## config.mk

```make
export PLATFORM = sky130hd
export DESIGN_NAME = uart_tx
export DESIGN_NICKNAME = d
export VERILOG_FILES = /design/src/rtl/uart_tx.sv
export SDC_FILE = /design/constraint.sdc
export NUM_CORES = 1
export LEC_CHECK = 0
export CORE_MARGIN = 2
export CORE_UTILIZATION = 40
export CTS_CLUSTER_SIZE = 12
export DETAILED_ROUTE_END_ITERATION = 8
export HOLD_SLACK_MARGIN = 0.1
export SYNTH_ARGS = -nofsm -noshare
export SYNTH_HDL_FRONTEND = slang
export SYNTH_SLANG_ARGS = --single-unit
```

## constraint.sdc

```tcl
create_clock -name clk -period 3.6 [get_ports clk]
set_input_delay 0.54 -clock clk [delete_from_list [all_inputs] [get_ports clk]]
set_output_delay 0.54 -clock clk [all_outputs]
set_load 0.02 [all_outputs]
```

## src/rtl/uart_tx.sv

```systemverilog
// uart_tx: UART transmitter. Sends one byte per valid/ready handshake as
// start bit, 5..8 data bits LSB first, optional parity bit, one stop bit.
// Bit period is selected per frame from DIV0..DIV3 via baud_sel.
//
// Ports:
//   clk, rst            system clock (rising edge), synchronous active-high reset
//   tx_data, tx_valid   byte to send and its valid strobe
//   tx_ready            high while idle; the byte is accepted on valid && ready
//   tx_done             one-cycle pulse in the idle cycle after each stop bit
//   parity_en/odd       parity enable and sense (0 = even, 1 = odd)
//   frame_len           data bits: 00=5, 01=6, 10=7, 11=8
//   baud_sel            selects DIV0..DIV3 clocks per bit
//   tx                  serial line, idle high
//   debug_frame         only with UART_TX_DEBUG_EN: {parity, data} of last frame
module uart_tx #(
    parameter int unsigned DIV0  = 32,
    parameter int unsigned DIV1  = 64,
    parameter int unsigned DIV2  = 16,
    parameter int unsigned DIV3  = 8,
    parameter int unsigned CNT_W = 8
) (
    input  logic       clk,
    input  logic       rst,
    input  logic [7:0] tx_data,
    input  logic       tx_valid,
    output logic       tx_ready,
    output logic       tx_done,
    input  logic       parity_en,
    input  logic       parity_odd,
    input  logic [1:0] frame_len,
    input  logic [1:0] baud_sel,
    output logic       tx
`ifdef UART_TX_DEBUG_EN
    ,
    output logic [8:0] debug_frame
`endif
);

    typedef enum logic [2:0] {IDLE, START, DATA, PARITY, STOP} state_t;

    state_t           state, state_n;
    logic [CNT_W-1:0] cnt, cnt_n;
    logic [2:0]       idx, idx_n;
    logic             accept, done_n, tx_n, ready_n;

    // Frame settings captured at acceptance
    logic [7:0]       data_q;
    logic             par_en_q, par_odd_q;
    logic [1:0]       len_q;
    logic [CNT_W-1:0] div_q;

    logic [CNT_W-1:0] div_sel;
    logic [7:0]       mask;
    logic [2:0]       last_idx;
    logic             par_bit, bit_end;

    // Terminal count (DIV-1) for the requested baud rate
    always_comb begin
        div_sel = CNT_W'(DIV0 - 1);
        case (baud_sel)
            2'b01:   div_sel = CNT_W'(DIV1 - 1);
            2'b10:   div_sel = CNT_W'(DIV2 - 1);
            2'b11:   div_sel = CNT_W'(DIV3 - 1);
            default: div_sel = CNT_W'(DIV0 - 1);
        endcase
    end

    // Only the N in-frame data bits feed parity and debug capture
    assign mask     = 8'hFF >> (2'd3 - len_q);
    assign last_idx = 3'd4 + {1'b0, len_q};
    assign par_bit  = (^(data_q & mask)) ^ par_odd_q;
    assign bit_end  = (cnt == div_q);

    // Next-state and next-output logic
    always_comb begin
        state_n = state;
        cnt_n   = cnt;
        idx_n   = idx;
        accept  = 1'b0;
        done_n  = 1'b0;
        case (state)
            IDLE: begin
                if (tx_valid && tx_ready) begin
                    accept  = 1'b1;
                    state_n = START;
                    cnt_n   = '0;
                    idx_n   = '0;
                end
            end
            START: begin
                if (bit_end) state_n = DATA;
            end
            DATA: begin
                if (bit_end) begin
                    if (idx == last_idx) begin
                        idx_n   = '0;
                        state_n = par_en_q ? PARITY : STOP;
                    end else begin
                        idx_n = 3'(idx + 3'd1);
                    end
                end
            end
            PARITY: begin
                if (bit_end) state_n = STOP;
            end
            STOP: begin
                if (bit_end) begin
                    state_n = IDLE;
                    done_n  = 1'b1;
                end
            end
            default: state_n = IDLE;
        endcase
        if (state != IDLE) cnt_n = bit_end ? '0 : CNT_W'(cnt + 1'b1);

        // Line level for the cycle after this edge
        case (state_n)
            START:   tx_n = 1'b0;
            DATA:    tx_n = data_q[idx_n];
            PARITY:  tx_n = par_bit;
            default: tx_n = 1'b1;
        endcase
        ready_n = (state_n == IDLE);
    end

    // State, counters, registered outputs and latched frame settings
    always_ff @(posedge clk) begin
        if (rst) begin
            state     <= IDLE;
            cnt       <= '0;
            idx       <= '0;
            tx        <= 1'b1;
            tx_ready  <= 1'b1;
            tx_done   <= 1'b0;
            data_q    <= '0;
            par_en_q  <= 1'b0;
            par_odd_q <= 1'b0;
            len_q     <= '0;
            div_q     <= '0;
        end else begin
            state    <= state_n;
            cnt      <= cnt_n;
            idx      <= idx_n;
            tx       <= tx_n;
            tx_ready <= ready_n;
            tx_done  <= done_n;
            if (accept) begin
                data_q    <= tx_data;
                par_en_q  <= parity_en;
                par_odd_q <= parity_odd;
                len_q     <= frame_len;
                div_q     <= div_sel;
            end
        end
    end

`ifdef UART_TX_DEBUG_EN
    // Snapshot of the completed frame, visible in the tx_done cycle
    always_ff @(posedge clk) begin
        if (rst) begin
            debug_frame <= '0;
        end else if (done_n) begin
            debug_frame <= {par_en_q & par_bit, data_q & mask};
        end
    end
`endif

endmodule

```

**After elaboration in Yosys (flattened, before gate mapping)**

Cells that the tools add are included.

- Flip-flop bits (word level): 37
- Word-level logic and storage cells: 64
- Output and inout bits: 3

- $lt $le $gt $ge: 1
- Eq/ne operators: 12
- Mux-type cells: 23
- Bitwise gates (word level): 3
- Reduce and logical (&&, ||, !) cells: 9
- Add/subtract/negate cells: 4
- Shift-type cells: 1

Operators with widths:

| cell | count |
|---|---|
| 2-to-1 mux 8 bit | 4 |
| 2-to-1 mux 3 bit | 10 |
| case mux 6 bit (3 select lines) | 1 |
| case mux 3 bit (5 select lines) | 1 |
| equality test 3 x 2 -> 1 bit (second input constant) | 4 |
| adder 8 x 1 -> 8 bit (second input constant) | 1 |
| bitwise AND 8 bit | 1 |
| equality test 8 bit | 1 |
| parity 8 bit | 1 |
| right shift 8 x 2 -> 8 bit (first input constant) | 1 |
| equality test 3 x 1 -> 1 bit (second input constant) | 2 |
| zero test 3 bit | 2 |
| case mux 3 bit (2 select lines) | 1 |
| equality test 2 bit (second input constant) | 2 |
| less-than comparator 3 x 4 -> 1 bit (second input constant) | 1 |
| 2-to-1 mux 1 bit | 4 |
| nonzero test 2 bit | 2 |
| adder 3 x 1 -> 3 bit (second input constant) | 1 |
| adder 3 x 2 -> 3 bit (first input constant) | 1 |
| binary-select mux 1 bit (select 3 bit) | 1 |
| equality test 3 bit | 1 |
| equality test 3 bit (second input constant) | 1 |
| case mux 1 bit (3 select lines) | 1 |
| nonzero test 3 bit | 1 |
| other kinds (7) | 7 |

**Longest topological paths before layout**

- Word-level depth: 8
- Gate-level depth with buffers: 10
- Gate-level depth less buffers: 8

**Least setup slack after synthesis**

Ideal clock, no wire load.

- Path kind: input -> register
- From: input tx_valid
- To: register tx
- Path buffers: 1
- Setup slack: 1.471 ns
- Required time: 3.473 ns
- Arrival time: 2.002 ns
- Cell stages on the path: 9
- Cell sequence: a21oi_1 or3_4 buf_6 and2_4 nor3b_4 mux2i_1 mux2i_1 mux2i_1 a22oi_2

- Cells in the longest elaborated chain, start to end: 6
- Elaborated cells between the ends (all ways): 11
- Classes of those cells: eq/ne: 3; mux: 7; reduce/logical: 1

Ends and longest elaborated chain:

| element | RTL line | text |
|---|---|---|
| start, declared | 25 | `input logic tx_valid,` |
| logical AND 1 bit (*) | 83 | `if (tx_valid && tx_ready) begin` |
| 2-to-1 mux 3 bit | 83 |  |
| case mux 3 bit (2 select lines) | 81 | `case (state)` |
| binary-select mux 1 bit (select 3 bit) | 119 | `DATA: tx_n = data_q[idx_n];` |
| 2-to-1 mux 1 bit (implied by the code) | 119 |  |
| case mux 1 bit (3 select lines) (*) | 117 | `case (state_n)` |
| end signal, assigned | 144 | `tx <= tx_n;` |
| end, declared | 32 | `output logic tx` |

Every way passes the cells marked *; elsewhere a longest branch is shown, timed or not. The select of a mux whose other input is x is not followed.
A chain may end at the register's enable or synchronous reset.

**Worst setup path in the final report**

Same ends and word-level chain as after synthesis.

==> qor.txt <==
maximum VDD drop: 0.2931 mV
htree depth: 2
PortBufs: 19
FF-to-FF Start: cnt[2]
Worst-Margin Slew: 600.1 ps
FF-to-FF path depth: 6
Achievable Freq: 407.6 MHz
Die Span X: 69.46 µm
vias per cell: 5.336
FP Rows: 23
# Post-CTS Setup Buffers: 0
RSZ-0062 raised after global routing: no
synth warn: 0
Filler cells: 384
Num CTS Buffers: 5
Gates resized, CTS repair: 0
Hold Path Class: reg -> reg
RePlAce Congestion: 0.7900
area leader, netlist: dfxtp_1
Die Y: 69.46 µm
ys flop type: dfxtp_1
Netlist cell types: 44
drt wl/cell: 12.92 µm
cell count after synthesis: 194
R2R setup slack: 1240 ps
pre-CTS WS: 819.6 ps
hold endpoint: cnt[7]
clock input transition at the sequential cells of the worst setup and hold paths: 60 ps
CTS root buf: clkbuf_8
# DRC: 0
crit-path max FO: 5
share of layout cells above drive strength 1: 8.019%
post-detail-place hpwl: 2.521 mm
CTS tree: built
register area share after synthesis: 38.54%
Tot GR Track Use: 15.30%
Pwr Total: 1450 µW
status: finished, final reports clean
worst r2r dst: cnt[7]
WP data arrival: 2620 ps
Slew Viols, Final: 0
hold wc startpoint: cnt[7]
top cells by area, synth: dfxtp_1 39%, mux2i_1 11%, nor2_1 7.7%
ANT cells: 0
final core occ: 49.68%
cts hold-fix bufs: 0
via count: 1398
largest net degree at the start of global routing: 32
Pleak: 0.0007804 µW
Fin Hold WS: 501.8 ps
Post-synth EDFFs: 0
initial core utilization: 42.24%
clock skew: 3.232 ps
cell area after synthesis: 1714 µm²
commonest cells in the netlist: 35 x nor2_1, 33 x dfxtp_1, 19 x mux2i_1
Final setup viols: 0
Fin Setup TNS: 0 ps
vias in the first global route: 1320
Synth Register Bits: 33
core area: 4058 µm²
MaxCap Viol Count: 0
Yosys top cell area share: 38.54%
CTS max path bufs: 2
io pins: 20
GRT overflow: 0
Die ar.: 4825 µm²
period utilization: 68.16%
crit start category: input port
first-pass GRT wire length: 6.044 mm
Worst Path Required: 3760 ps
Area Overhead vs Synth: 17.59%
WHS Path Cells: 2
Total Wirelength: 3.386 mm
Final Critical Period: 2454 ps
drt first pass iters: 4
Syn Area/Cell: 8.836 µm²
critical path type: in -> reg
Slew headroom: 59.90%
initial antenna violation count: 0
ys async rst share: 0%
CP Capture Type: flip-flop
remaining antenna violation count after routing: 0
Final WS setup: 1146 ps
Skew-Pair Late Insertion Delay: 280 ps
Pwr Density: 719.5 nW/µm²
most frequent cell after synthesis: nor2_1
Final Hold Viols: 0
Iter 0 DRT Violations: 54
clock sink count: 33
final layout net count: 230
syn_nets: 213
## kinds of logic (layout without fill, tap and decap cells)
kind of cell | Yosys count | in the layout | share of synthesized area [%]
and+or+nand+nor | 80 | 80 | 25.33
AOI/OAI and AO/OA | 36 | 36 | 13.21
DFF | 33 | 33 | 38.54
muxes | 19 | 19 | 11.09
xor gates and xnor gates | 13 | 13 | 6.642
buffers and inverters | 11 | 29 | 3.722
adders and majority gates | 2 | 2 | 1.460
## stage by stage
step,instance area [µm²],cells
floorplan,1714,194
CTS,2016,262
global route,2016,262
detailed placement,1914,254
finish,2016,262
global placement,1914,254
## cell type report
type	count	area [µm²]	area share, %
Clock buffer	7	96.34	4.780
Clock inverter	1	5.005	0.2483
Inverter	1	3.754	0.1862
Multi-Input combinational cell	150	989.7	49.10
Sequential cell	33	660.6	32.77
Tap cell	50	62.56	3.104
Timing Repair Buffer	20	197.7	9.808
## state kept, by name, indices dropped and copies added, names as in the netlist
name / count
par_en_q: 1
div_q: 4
par_odd_q: 1
tx_ready: 1
idx: 3
tx_done: 1
state: 3
data_q: 8
tx: 1
len_q: 2
cnt: 8
## worst max-delay path by stage
stage,start,to,cells past startpoint,slack [ps]
floorplan,tx_valid,tx,9,1470
global placement,tx_valid,tx,9,920
detailed placement,tx_valid,tx,9,820
CTS,tx_valid,tx,9,1120
global route,tx_valid,tx,9,1010
finish,tx_valid,tx,9,1150
## cell usage in the layout (no fill, tap or decap), types with 2 or more instances in the layout
cell             synthesis  final
a31oi_1                  2      2
dfxtp_1                 33     33
nand3b_1                 2      2
clkbuf_8                 0      7
a22oi_2                  2      2
a21o_1                   2      2
nor3_1                   4      4
nor2_1                  35     35
nand2_1                  9      9
o21ai_0                  8      8
mux2i_1                 19     19
ha_1                     2      2
a311oi_1                 2      2
nor3b_1                  3      3
clkdlybuf4s50_1          0     19
o211ai_1                 2      2
a21oi_1                 13     13
nand3_1                  5      5
and3_1                   5      5
xnor2_1                 12     12
nor2b_1                  2      2
nand4_1                  2      2
## metal layers
layer | vias up | track usage [%] | wire (µm) | share of wire, %
met2 | 36 | 23.61 | 1522 | 45
met4 | 0 | 6.318 | 74 | 2.2
met3 | 7 | 4.651 | 165 | 4.9
met5 | - | 0 | 0 | 0
li1 | 721 | - | - | -
met1 | 634 | 19.82 | 1624 | 48
## power by group
group	internal (µW)	switching (µW)	leakage, µW
clock	173	126	0.0000542
combinational	277	348	0.000457
sequential	443	82.9	0.000269
total	893	558	0.000780
## critical path: stages
cell,delay (ps)
clkdlybuf4s50_1,510
a21oi_1,80
or3_4,380
and2_4,180
nor3b_4,330
mux2i_1,240
mux2i_1,90
mux2i_1,190
a22oi_2,70
No activity file was read; power rests on OpenSTA's default activity.
